[src/rtl/unidad_control_multiciclo_pkg.sv]
// paquete_control: shared types and encodings for the multicycle RV32I control unit.
//   - estado_t : FSM states
//   - clase_t  : instruction class produced by the decoder
//   - opcode constants, sel_imm codes (immediate generator encoding),
//     alu_src / pc_src / wb_sel mux encodings
package paquete_control;

    typedef enum logic [2:0] {
        S_FETCH  = 3'd0,
        S_DECODE = 3'd1,
        S_EXEC   = 3'd2,
        S_MEM    = 3'd3,
        S_WB     = 3'd4,
        S_TRAP   = 3'd5
    } estado_t;

    typedef enum logic [3:0] {
        CL_R      = 4'd0,
        CL_OPIMM  = 4'd1,
        CL_LUI    = 4'd2,
        CL_AUIPC  = 4'd3,
        CL_LOAD   = 4'd4,
        CL_STORE  = 4'd5,
        CL_BRANCH = 4'd6,
        CL_JAL    = 4'd7,
        CL_JALR   = 4'd8,
        CL_ILEGAL = 4'd9
    } clase_t;

    // Opcodes (instr[6:0])
    localparam logic [6:0] OPC_OP     = 7'b0110011;
    localparam logic [6:0] OPC_OPIMM  = 7'b0010011;
    localparam logic [6:0] OPC_LUI    = 7'b0110111;
    localparam logic [6:0] OPC_AUIPC  = 7'b0010111;
    localparam logic [6:0] OPC_LOAD   = 7'b0000011;
    localparam logic [6:0] OPC_STORE  = 7'b0100011;
    localparam logic [6:0] OPC_BRANCH = 7'b1100011;
    localparam logic [6:0] OPC_JAL    = 7'b1101111;
    localparam logic [6:0] OPC_JALR   = 7'b1100111;

    // Immediate generator select codes
    localparam logic [2:0] IMM_I     = 3'b000;
    localparam logic [2:0] IMM_SHAMT = 3'b001;
    localparam logic [2:0] IMM_S     = 3'b010;
    localparam logic [2:0] IMM_U     = 3'b011;
    localparam logic [2:0] IMM_B     = 3'b100;
    localparam logic [2:0] IMM_J     = 3'b101;
    localparam logic [2:0] IMM_ZERO  = 3'b111;

    // ALU operand A mux
    localparam logic [1:0] SRC_A_RS1  = 2'b00;
    localparam logic [1:0] SRC_A_PC   = 2'b01;
    localparam logic [1:0] SRC_A_ZERO = 2'b10;

    // ALU operand B mux
    localparam logic SRC_B_RS2 = 1'b0;
    localparam logic SRC_B_IMM = 1'b1;

    // PC source mux
    localparam logic [1:0] PC_PLUS4  = 2'b00;
    localparam logic [1:0] PC_ALU    = 2'b01;
    localparam logic [1:0] PC_ALU_AL = 2'b10;  // JALR: bit0 cleared

    // Write-back mux
    localparam logic [1:0] WB_ALU = 2'b00;
    localparam logic [1:0] WB_MEM = 2'b01;
    localparam logic [1:0] WB_PC4 = 2'b10;

    localparam logic [3:0] ALU_ADD = 4'b0000;

endpackage

[src/rtl/unidad_control_multiciclo_decodificador.sv]
// decodificador_instr: purely combinational instruction decode.
//   instr   in  32 : instruction register contents
//   clase   out    : instruction class
//   sel_imm out  3 : immediate generator select (111 for R-type / illegal)
//   alu_op  out  4 : {funct7[5], funct3} for R and shift-imm, {0, funct3}
//                    for other OP-IMM, ADD otherwise
//   illegal out  1 : opcode not recognised
module decodificador_instr
    import paquete_control::*;
(
    input  logic [31:0] instr,
    output clase_t      clase,
    output logic [2:0]  sel_imm,
    output logic [3:0]  alu_op,
    output logic        illegal
);

    logic [2:0] funct3;
    logic       funct7_5;
    logic       unused_bits;

    assign funct3      = instr[14:12];
    assign funct7_5    = instr[30];
    assign unused_bits = ^{instr[31], instr[29:15], instr[11:7]};

    always_comb begin
        clase   = CL_ILEGAL;
        sel_imm = IMM_ZERO;
        alu_op  = ALU_ADD;
        illegal = 1'b0;
        case (instr[6:0])
            OPC_OP: begin
                clase  = CL_R;
                alu_op = {funct7_5, funct3};
            end
            OPC_OPIMM: begin
                clase = CL_OPIMM;
                // Shifts carry the arithmetic/logical select in funct7[5]
                if (funct3 == 3'b001 || funct3 == 3'b101) begin
                    sel_imm = IMM_SHAMT;
                    alu_op  = {funct7_5, funct3};
                end else begin
                    sel_imm = IMM_I;
                    alu_op  = {1'b0, funct3};
                end
            end
            OPC_LUI: begin
                clase   = CL_LUI;
                sel_imm = IMM_U;
            end
            OPC_AUIPC: begin
                clase   = CL_AUIPC;
                sel_imm = IMM_U;
            end
            OPC_LOAD: begin
                clase   = CL_LOAD;
                sel_imm = IMM_I;
            end
            OPC_STORE: begin
                clase   = CL_STORE;
                sel_imm = IMM_S;
            end
            OPC_BRANCH: begin
                clase   = CL_BRANCH;
                sel_imm = IMM_B;
            end
            OPC_JAL: begin
                clase   = CL_JAL;
                sel_imm = IMM_J;
            end
            OPC_JALR: begin
                clase   = CL_JALR;
                sel_imm = IMM_I;
            end
            default: illegal = 1'b1;
        endcase
    end

endmodule

[src/rtl/unidad_control_multiciclo.sv]
// unidad_control_multiciclo: multicycle control FSM for the RV32I core.
// Sequences FETCH -> DECODE -> EXEC -> [MEM] -> [WB] over a shared
// single-port memory, one instruction in flight.
//   clk, rst (sync, active high)
//   instr, branch_taken, mem_ack              : inputs
//   mem_req, mem_we, mem_addr_sel             : memory handshake
//   ir_we, pc_we, pc_src                      : IR / PC update
//   sel_imm, alu_src_a, alu_src_b, alu_op     : datapath selects
//   rf_we, wb_sel                             : register write-back
//   instr_ret                                 : retired instruction count
//   illegal                                   : sticky illegal flag
// Optional macro ILLEGAL_INSTR_TRAP_EN: illegal opcodes park the FSM in
// TRAP with illegal = 1; otherwise they are dropped as NOPs and illegal = 0.
module unidad_control_multiciclo
    import paquete_control::*;
(
    input  logic        clk,
    input  logic        rst,
    input  logic [31:0] instr,
    input  logic        branch_taken,
    input  logic        mem_ack,
    output logic        mem_req,
    output logic        mem_we,
    output logic        mem_addr_sel,
    output logic        ir_we,
    output logic        pc_we,
    output logic [1:0]  pc_src,
    output logic [2:0]  sel_imm,
    output logic [1:0]  alu_src_a,
    output logic        alu_src_b,
    output logic [3:0]  alu_op,
    output logic        rf_we,
    output logic [1:0]  wb_sel,
    output logic [31:0] instr_ret,
    output logic        illegal
);

    estado_t     estado, estado_sig;
    clase_t      clase;
    logic [2:0]  dec_sel_imm;
    logic [3:0]  dec_alu_op;
    logic        dec_illegal;
    logic [31:0] cnt_ret;
    logic        retira;

    decodificador_instr u_dec (
        .instr   (instr),
        .clase   (clase),
        .sel_imm (dec_sel_imm),
        .alu_op  (dec_alu_op),
        .illegal (dec_illegal)
    );

    // An instruction retires when the FSM returns to FETCH from a working state
    assign retira = (estado == S_EXEC || estado == S_MEM || estado == S_WB) &&
                    (estado_sig == S_FETCH);

    always_ff @(posedge clk) begin
        if (rst) begin
            estado  <= S_FETCH;
            cnt_ret <= '0;
        end else begin
            estado <= estado_sig;
            if (retira)
                cnt_ret <= cnt_ret + 32'd1;
        end
    end

    always_comb begin
        estado_sig = estado;
        case (estado)
            S_FETCH:  if (mem_ack) estado_sig = S_DECODE;
            S_DECODE: begin
                if (dec_illegal) begin
`ifdef ILLEGAL_INSTR_TRAP_EN
                    estado_sig = S_TRAP;
`else
                    estado_sig = S_FETCH;
`endif
                end else begin
                    estado_sig = S_EXEC;
                end
            end
            S_EXEC: begin
                case (clase)
                    CL_BRANCH:         estado_sig = S_FETCH;
                    CL_LOAD, CL_STORE: estado_sig = S_MEM;
                    default:           estado_sig = S_WB;
                endcase
            end
            S_MEM:    if (mem_ack) estado_sig = (clase == CL_LOAD) ? S_WB : S_FETCH;
            S_WB:     estado_sig = S_FETCH;
            S_TRAP:   estado_sig = S_TRAP;
            default:  estado_sig = S_FETCH;
        endcase
    end

    // Output decode. Reset forces the idle values combinationally so a store
    // caught mid-MEM drops mem_we in the same cycle rst rises.
    always_comb begin
        mem_req      = 1'b0;
        mem_we       = 1'b0;
        mem_addr_sel = 1'b0;
        ir_we        = 1'b0;
        pc_we        = 1'b0;
        pc_src       = PC_PLUS4;
        sel_imm      = IMM_ZERO;
        alu_src_a    = SRC_A_RS1;
        alu_src_b    = SRC_B_RS2;
        alu_op       = ALU_ADD;
        rf_we        = 1'b0;
        wb_sel       = WB_ALU;
        if (!rst) begin
            // Immediate and ALU selects stay stable from decode to write-back
            // so a combinational ALU keeps producing the address / result.
            if (estado == S_DECODE || estado == S_EXEC ||
                estado == S_MEM    || estado == S_WB)
                sel_imm = dec_sel_imm;
            if (estado == S_EXEC || estado == S_MEM || estado == S_WB) begin
                alu_op    = dec_alu_op;
                alu_src_b = (clase == CL_R) ? SRC_B_RS2 : SRC_B_IMM;
                case (clase)
                    CL_LUI:                       alu_src_a = SRC_A_ZERO;
                    CL_AUIPC, CL_BRANCH, CL_JAL:  alu_src_a = SRC_A_PC;
                    default:                      alu_src_a = SRC_A_RS1;
                endcase
            end
            case (estado)
                S_FETCH: begin
                    mem_req = 1'b1;
                    ir_we   = mem_ack;
                    pc_we   = mem_ack;
                end
                S_EXEC: begin
                    case (clase)
                        CL_BRANCH: begin
                            pc_we  = branch_taken;
                            pc_src = PC_ALU;
                        end
                        CL_JAL: begin
                            pc_we  = 1'b1;
                            pc_src = PC_ALU;
                        end
                        CL_JALR: begin
                            pc_we  = 1'b1;
                            pc_src = PC_ALU_AL;
                        end
                        default: ;
                    endcase
                end
                S_MEM: begin
                    mem_req      = 1'b1;
                    mem_addr_sel = 1'b1;
                    mem_we       = (clase == CL_STORE);
                end
                S_WB: begin
                    rf_we = 1'b1;
                    case (clase)
                        CL_LOAD:         wb_sel = WB_MEM;
                        CL_JAL, CL_JALR: wb_sel = WB_PC4;
                        default:         wb_sel = WB_ALU;
                    endcase
                end
                default: ;
            endcase
        end
    end

    assign instr_ret = rst ? '0 : cnt_ret;

`ifdef ILLEGAL_INSTR_TRAP_EN
    assign illegal = !rst && (estado == S_TRAP);
`else
    assign illegal = 1'b0;
`endif

endmodule

[config.mk]
export PLATFORM = sky130hd
export DESIGN_NAME = unidad_control_multiciclo
export DESIGN_NICKNAME = d
export VERILOG_FILES = /design/src/rtl/unidad_control_multiciclo_pkg.sv /design/src/rtl/unidad_control_multiciclo_decodificador.sv /design/src/rtl/unidad_control_multiciclo.sv
export SDC_FILE = /design/constraint.sdc
export NUM_CORES = 1
export LEC_CHECK = 0
export BUFFER_PORTS_ARGS = -buffer_cell sky130_fd_sc_hd__buf_2
export CORE_MARGIN = 2
export CORE_UTILIZATION = 50
export DETAILED_ROUTE_END_ITERATION = 7
export GPL_ROUTABILITY_DRIVEN = 0
export PLACE_DENSITY = 0.8
export SYNTH_ARGS = -nofsm -noshare
export SYNTH_HDL_FRONTEND = slang
export SYNTH_HIERARCHICAL = 1
export SYNTH_SLANG_ARGS = --single-unit
[constraint.sdc]
create_clock -name clk -period 4.9 [get_ports clk]
set_clock_uncertainty 0.2 [all_clocks]
set_input_delay 0.735 -clock clk [delete_from_list [all_inputs] [get_ports clk]]
set_output_delay 0.735 -clock clk [all_outputs]
set_load 0.05 [all_outputs]
==> results of run 1 <==
power groups by stage:
stage	logic (µW)	clock network [µW]	registers (µW)
floorplan	42.4	0	292
global placement	51.6	0	293
detailed placement	52.2	0	293
CTS	52.4	213	287
global route	57.9	228	286
finish	52.6	209	287
metal layers:
metal	part of all wire, %	up-vias	track usage (%)
li1	-	1326	-
met1	45	1170	25.2
met5	0	-	0
met3	5.2	7	4.95
met2	48	74	35.3
met4	1.0	0	6.43
cell families after synthesis:
group / after synthesis / share of synthesized area, %
AND/OR/NAND/NOR: 198 / 45.4
buffers and inverters: 28 / 5.23
XOR/XNOR: 2 / 0.691
flip-flops: 35 / 27.6
adder cells (fa/ha/maj): 1 / 0.494
multiplexers: 10 / 4.39
other: 1 / 0.148
AO/OA/AOI/OAI: 66 / 16.0
final cells by class:
cell class              instances  area, µm²  share of cell area [%]
well taps                      67       83.8                    2.86
repair buffers                 67        338                    11.5
multi-input cells             278       1700                    58.1
clock inverters                 1       5.00                   0.171
clock buffers                   6       82.6                    2.82
flip-flops and latches         35        701                    23.9
inverters                       5       18.8                   0.640
worst min path at each step:
stage | start | slack [ns] | endpoint
after floorplan | cnt_ret[31]$_SDFFE_PP0P_ | 0.25 | cnt_ret[31]$_SDFFE_PP0P_
after global placement | cnt_ret[31]$_SDFFE_PP0P_ | 0.26 | cnt_ret[31]$_SDFFE_PP0P_
after detailed placement | cnt_ret[31]$_SDFFE_PP0P_ | 0.27 | cnt_ret[31]$_SDFFE_PP0P_
after CTS | cnt_ret[31]$_SDFFE_PP0P_ | 0.28 | cnt_ret[31]$_SDFFE_PP0P_
after global routing | cnt_ret[30]$_SDFFE_PP0P_ | 0.34 | cnt_ret[30]$_SDFFE_PP0P_
final | cnt_ret[31]$_SDFFE_PP0P_ | 0.28 | cnt_ret[31]$_SDFFE_PP0P_
critical path: stages:
cell and delay (ns):
buf_2 0.16, or2_4 0.28, a211o_1 0.30, a21oi_2 0.30, nor4b_1 0.16, o31ai_4 0.30
nand4b_4 0.53, or4_1 0.70, a21oi_1 0.16
cell usage in the layout, fill, tap and decap left out, types with 6 or more instances in the layout:
master | Yosys | layout
and4_1 | 7 | 7
dfxtp_1 | 35 | 35
nor2b_1 | 36 | 36
nor2_1 | 31 | 31
nand2_1 | 24 | 24
a21oi_1 | 27 | 27
nand3_1 | 18 | 18
o31ai_1 | 7 | 7
or4_1 | 9 | 9
nor3_1 | 14 | 14
mux2_2 | 8 | 8
o21ai_0 | 19 | 19
and2_1 | 9 | 9
and3_1 | 9 | 9
or3_1 | 12 | 12
buf_2 | 7 | 66
clkbuf_8 | 0 | 6
flip-flops by register name, summed over array words and instances, names as in the netlist:
register and cells:
estado 3, cnt_ret 32
through the flow:
step	hold WS (ns)	util [%]	total power [µW]	area (µm²)	instances
floorplan	0.254	-	334	2530	341
global placement	0.264	59.0	345	2840	452
detailed placement	0.270	59.0	345	2840	452
CTS	0.279	60.8	552	2930	459
global route	0.337	60.8	572	2930	459
finish	0.280	60.8	548	2930	459
==> impl_metrics.yaml, run 1 <==
yosys:
  syn_avg_cell_area_um2: 7.43
  synth_area_leaders: "dfxtp_1 (28%), nor2b_1 (8.9%), a21oi_1 (5.3%), nor2_1 (4.6%), o21ai_0 (3.8%)"
  synth_top_area_share_pct: 27.6
  ys_seq_area_share_pct: 27.6
  synth_commonest_cells: "nor2b_1 (36), dfxtp_1 (35), nor2_1 (31), a21oi_1 (27), nand2_1 (24)"
  yosysTopAreaCell: "dfxtp_1"
  yosysMostFrequentCell: "nor2b_1"
  async_flop_share_pct: 0
  synth-seq-cells: 35
  synth_cells: 341
  syn_nets: 378
  yosysWarnings: 6
  synthesis.area_um2: 2530
  synth_edf_count: 0
  synth_ff_type: "dfxtp_1"
  synth_cell_types: 50
finish:
  drive_gt1_share_pct: 22.7
  fillers: 480
  nets: 429
  insertedDiodeCount: 0
  area_growth_syn_to_layout_pct: 15.6
drt:
  dr.pass1.iters: 4
  vias_per_cell: 5.61
  wl_mm: 5.72
  drc: 0
  first_iter_violations: 177
  drtAntennaViolNets: 0
  vias: 2577
  wl_per_cell_um: 12.5
setup_path:
  crit_required_ns: 4.92
  end_kind: "register"
  worstSetupStartpoint: "instr[2]"
  r2r_setup_slack_ns: 2.24
  crit_arrival_ns: 3.66
  rr_endpoint: "cnt_ret[16]$_SDFFE_PP0P_"
  crit_type: "in -> reg"
  crit_end: "cnt_ret[16]$_SDFFE_PP0P_"
  r2r_cells: 5
  reg2reg_from: "estado[2]$_SDFF_PP0_"
  worstPathMaxFanout: 52
  startpoint_type: "primary input"
clock_network:
  cts.sinks: 35
  clk_pin_slew_ns: 0.07
  clockRootBuffer: "clkbuf_8"
  clockBufferDepth: 2
  numCtsBuffers: 5
  h-tree-depth: 2
  cts_tree: "built"
  ctsHoldBuffers: 0
  cts.repair.resized: 0
  clkLatencyLatePin_ns: 0.29
  cts_setup_buffers: 0
sta:
  max_freq_mhz: 274
  slew_headroom_pct: 51.1
  worstMarginPinSlew_ns: 0.726
  timing.final.ws_setup_ns: 1.25
  tns_ns: 0
  slew_viol_final: 0
  rsz0062_at_grt: "no"
  period_needed_ns: 3.65
  hold_viol: 0
  setup_violations: 0
  min_period_over_period_pct: 74.4
global_routing:
  grt_overflow: 0
  antenna_found_initial: 0
  grt_pass1_wl_mm: 9.09
  grt_pass1_vias: 2158
  grt_max_degree: 53
  gr-usage-all-layers_pct: 20.5
run:
  drv_cap: 0
power:
  ir_worst_vdd_mv: 0.0995
  switching_share_pct: 24.9
  p_clk_share_pct: 38.1
  power.internal_uw: 411
  seq_power_share_pct: 52.3
  powerDensity_nw_per_um2: 187
  p_sw_uw: 136
  p_leak_uw: 0.00121
  p_comb_share_pct: 9.6
die:
  num_io_pins: 89
  die_width_um: 75.2
  die_area_um2: 5660
  fp.dieH_um: 75.2
  initial_core_util_pct: 52.6
  rows: 25
  core_um2: 4820
placement:
  preCtsSetupSlack_ns: 0.994
  io_buffer_count: 66
  place_hpwl_mm: 4.15
worst_hold_path:
  min_path_cells: 2
  hold_path_class: "reg -> reg"
status:
  status: "completed"
Note: power is estimated with default switching activity, not from simulation.
==> run 2: changes to the inputs <==
CORE_UTILIZATION = 46   (was 50)
PLACE_DENSITY = 0.77   (was 0.8)
clock period = 3 ns   (was 4.9 ns; I/O delays follow)
==> impl_metrics.yaml, run 2 (synthesis gave the netlist of run 1 again) <==
setup_path:
  worst_path_largest_cell_delay_ns: 0.56
  crit_family: "simple AND/OR/NAND/NOR gates"
  startpoint_type: "primary input"
  cp_cell_sequence: "buf_2 -> and2b_1 -> nand3b_1 -> a21oi_2 -> buf_4 -> or4b_1 -> buf_4 -> nor2_2 -> buf_2"
  cp_slowest_cell: "or4b_1"
  crit_type: "in -> out"
  end_kind: "output pin"
  worstPathMaxFanout: 8
  path_buf_inv: 4
  crit_arrival_ns: 2.23
  crit_required_ns: 2.35
finish:
  nets: 448
  mostFrequentLayoutCell: "buf_2"
  largest_registers: "cnt_ret x32, estado x3"
  drive_gt1_share_pct: 28.2
  insertedDiodeCount: 0
  area_growth_syn_to_layout_pct: 24.8
  ff_latch_area_um2: 701
  regMostFlops: "cnt_ret"
  final_core_util_pct: 58.5
  fin_area_um2: 3160
  largest_register_ffs: 32
  multi_input_area_um2: 1750
  fillers: 514
  final_cell_mix: "buf_2 (65), nor2b_1 (36), dfxtp_1 (35)"
sta:
  hold_viol: 0
  tns_ns: 0
  period_needed_ns: 2.88
  worstMarginPinSlew_ns: 0.629
  setup_violations: 0
  slew_viol_final: 0
  max_freq_mhz: 347
  min_period_over_period_pct: 96.0
  slew_headroom_pct: 57.5
  rsz0062_at_grt: "no"
global_routing:
  grt_pass1_wl_mm: 10.4
  antenna_found_initial: 0
  gr-usage-all-layers_pct: 20.2
  grt_pass1_vias: 2451
  grt_max_degree: 66
  grt_overflow: 0
die:
  num_io_pins: 89
  initial_core_util_pct: 46.9
  die_area_um2: 6120
  rows: 27
  fp.dieH_um: 78.2
  core_um2: 5410
  die_width_um: 78.2
clock_network:
  h-tree-depth: 2
  clk_pin_slew_ns: 0.07
  clockBufferDepth: 2
  numCtsBuffers: 5
  clkLatencyLatePin_ns: 0.28
  cts.sinks: 35
  clockRootBuffer: "clkbuf_8"
  cts_tree: "built"
  ctsHoldBuffers: 0
drt:
  dr.pass1.iters: 4
  drtAntennaViolNets: 0
  vias: 2676
  vias_per_cell: 5.53
  wl_per_cell_um: 12.9
  wl_mm: 6.22
  first_iter_violations: 119
  drc: 0
power:
  p_leak_uw: 0.00132
  powerDensity_nw_per_um2: 298
  ir_worst_vdd_mv: 0.173
  power.total_uw: 943
worst_hold_path:
  hold_path_class: "in -> reg"
status:
  status: "completed"
placement:
  placedInstanceArea_um2: 3050
  place_hpwl_mm: 4.60
  io_buffer_count: 66
run:
  drv_cap: 0
[run 2: changes by cell type in the layout (fill, tap and decap cells not counted), moves of 2 or more]
| cell | before | now |
|---|---|---|
| nor3_2 | 0 | 3 |
| o21ai_0 | 19 | 16 |
| nor4_1 | 3 | 1 |
| nor4_2 | 0 | 2 |
| buf_12 | 0 | 2 |
| nor3_1 | 14 | 10 |
| buf_4 | 1 | 19 |
| o21ai_1 | 0 | 3 |
[run 2: routing by layer]
metal	global-route usage, %	vias to the layer above	wire length [µm]	part of all wire, %
li1	-	1376	-	-
met4	8.25	0	89	1.4
met5	0	-	0	0
met1	24.0	1232	2790	45
met2	36.7	59	3090	50
met3	2.64	9	252	4.1
[run 2: layout make-up]
| class | instances | area share [%] |
|---|---|---|
| multi-input combinational | 278 | 55.2 |
| sequential | 35 | 22.1 |
| timing repair buffer | 86 | 16.1 |
| clock buffer | 8 | 3.16 |
| tap | 72 | 2.85 |
| inverter | 5 | 0.593 |
[run 2: timing repair]
item                                    4_1_cts  5_1_grt
buffers inserted                              0        0
resized for setup                             1        6
endpoints found under the setup margin        1        2
[run 2: metrics by stage]
stage               hold WS, ns  worst slack [ns]  instances
floorplan                 0.254           -0.0362        341
global placement          0.266           -0.0358        476
detailed placement        0.287           -0.0935        476
CTS                       0.228            0.0317        484
global route              0.251            0.0464        484
finish                    0.238             0.121        484
[run 2: path summary, 6_finish.rpt]
path                                               start                        to  slack, ns  cells past startpoint
worst max-delay path                            instr[6]                 wb_sel[0]       0.12                      9
worst min-delay path                                 rst      estado[0]$_SDFF_PP0_       0.24                      2
worst max register to register      estado[0]$_SDFF_PP0_  cnt_ret[18]$_SDFFE_PP0P_       0.63                      6
worst min register to register  cnt_ret[31]$_SDFFE_PP0P_  cnt_ret[31]$_SDFFE_PP0P_       0.29                      2
[run 2: power breakdown]
group,switching [µW],internal [µW],total (µW),leakage (µW)
combinational,65.7,35.9,102,0.000983
sequential,3.03,466,469,0.000282
clock,163,209,372,0.0000515
total,232,711,943,0.00132
==> run 3: changes to the inputs <==
CORE_UTILIZATION = 50   (was 46)
PLACE_DENSITY = 0.8   (was 0.77)
clock period = 2.95 ns   (was 3 ns; I/O delays follow)
==> impl_metrics.yaml, run 3 (synthesis gave the netlist of run 1 again) <==
die:
  fp.dieH_um: 75.2
  rows: 25
  num_io_pins: 89
  die_area_um2: 5660
  core_um2: 4820
  initial_core_util_pct: 52.6
  die_width_um: 75.2
finish:
  nets: 452
  drive_gt1_share_pct: 28.8
  mostFrequentLayoutCell: "buf_2"
  fillers: 438
  largest_register_ffs: 32
  final_cell_mix: "buf_2 (65), nor2b_1 (36), dfxtp_1 (35)"
  insertedDiodeCount: 0
  regMostFlops: "cnt_ret"
  largest_registers: "cnt_ret x32, estado x3"
  area_growth_syn_to_layout_pct: 26.8
setup_path:
  crit_type: "in -> out"
  r2r_cells: 6
  worst_path_largest_cell_delay_ns: 0.30
  r2r_setup_slack_ns: 0.57
  crit_required_ns: 2.31
  end_kind: "output pin"
  crit_arrival_ns: 2.21
  worstPathMaxFanout: 6
  cp_slowest_cell: "a211o_1"
  startpoint_type: "primary input"
  cp_cell_sequence: "buf_2 -> or2_4 -> a211o_1 -> a21oi_2 -> buf_4 -> nand3_1 -> o211ai_1 -> o21ai_0 -> nor3_4 -> buf_6"
global_routing:
  gr-usage-all-layers_pct: 22.8
  antenna_found_initial: 0
  grt_pass1_vias: 2346
  grt_max_degree: 73
  grt_pass1_wl_mm: 10.2
  grt_overflow: 0
run:
  drv_cap: 0
worst_hold_path:
  min_path_cells: 2
  hold_path_class: "reg -> reg"
drt:
  first_iter_violations: 141
  wl_per_cell_um: 13.0
  dr.pass1.iters: 4
  vias: 2699
  wl_mm: 6.29
  vias_per_cell: 5.59
  drc: 0
  drtAntennaViolNets: 0
clock_network:
  clockRootBuffer: "clkbuf_8"
  cts_tree: "built"
  clockBufferDepth: 2
  clkLatencyLatePin_ns: 0.29
  numCtsBuffers: 5
  clk_pin_slew_ns: 0.07
  h-tree-depth: 2
  cts.sinks: 35
  cts_setup_buffers: 0
sta:
  max_freq_mhz: 351
  worstMarginPinSlew_ns: 0.707
  holdWs_ns: 0.282
  setup_violations: 0
  rsz0062_at_grt: "yes"
  slew_headroom_pct: 52.2
  hold_viol: 0
  timing.final.ws_setup_ns: 0.102
  period_needed_ns: 2.85
  slew_viol_final: 0
  min_period_over_period_pct: 96.5
power:
  powerDensity_nw_per_um2: 324
  switching_share_pct: 24.1
  p_clk_share_pct: 43.5
  power.total_uw: 1040
  ir_worst_vdd_mv: 0.206
  seq_power_share_pct: 45.8
  p_leak_uw: 0.00135
  p_sw_uw: 251
  power.internal_uw: 789
  p_comb_share_pct: 10.7
placement:
  preCtsSetupSlack_ns: -0.123
  io_buffer_count: 66
  place_hpwl_mm: 4.64
status:
  status: "completed"
run 3: final cells by class:
| cell class | count | area (µm²) | area share (%) |
|---|---|---|---|
| Clock inverter | 2 | 35.0 | 1.09 |
| Inverter | 5 | 18.8 | 0.584 |
| Clock buffer | 6 | 82.6 | 2.57 |
| Multi-Input combinational cell | 278 | 1740 | 54.1 |
| Sequential cell | 35 | 701 | 21.8 |
| Tap cell | 67 | 83.8 | 2.61 |
| Timing Repair Buffer | 90 | 554 | 17.3 |
run 3: worst max-delay path: cells and delay by family:
| kind | cells | cell delay, ns |
|---|---|---|
| and+or+nand+nor | 3 | 0.50 |
| buffers and inverters | 3 | 0.46 |
| AOI/OAI and AO/OA | 4 | 0.80 |
run 3: path summary, 6_finish.rpt:
check / start / end
setup reg to reg: estado[0]$_SDFF_PP0_ / cnt_ret[9]$_SDFFE_PP0P_
hold / removal: cnt_ret[31]$_SDFFE_PP0P_ / cnt_ret[31]$_SDFFE_PP0P_
setup / recovery: instr[2] / pc_we
hold reg to reg: cnt_ret[31]$_SDFFE_PP0P_ / cnt_ret[31]$_SDFFE_PP0P_
run 3: metal layers:
metal	track usage, %	vias to the layer above	wire (µm)
met1	26.7	1223	2650
li1	-	1377	-
met4	6.82	0	90
met3	4.42	8	378
met2	41.8	91	3170
met5	0	-	0
run 3: per-stage QoR:
step,instance area [µm²],util (%),cells,setup TNS (ns)
final,3210,66.7,483,0
after global routing,3210,66.7,483,-0.0515
after CTS,3210,66.6,483,0
after detailed placement,3090,64.1,475,-1.73
after global placement,3090,64.1,475,-0.0809
after floorplan,2570,-,341,-0.0306
run 3: what timing repair did:
action	4_1_cts	5_1_grt
setup endpoints to repair	0	10
resized for setup	0	4
hold buffers	0	0
run 3: power by group through the flow:
stage	Sequential (µW)	Clock (µW)	Combinational [µW]
5_1_grt	476	473	121
3_5_place_dp	487	0	108
4_1_cts	476	454	109
2_1_floorplan	485	0	73.0
6_report	476	453	111
3_3_place_gp	487	0	105
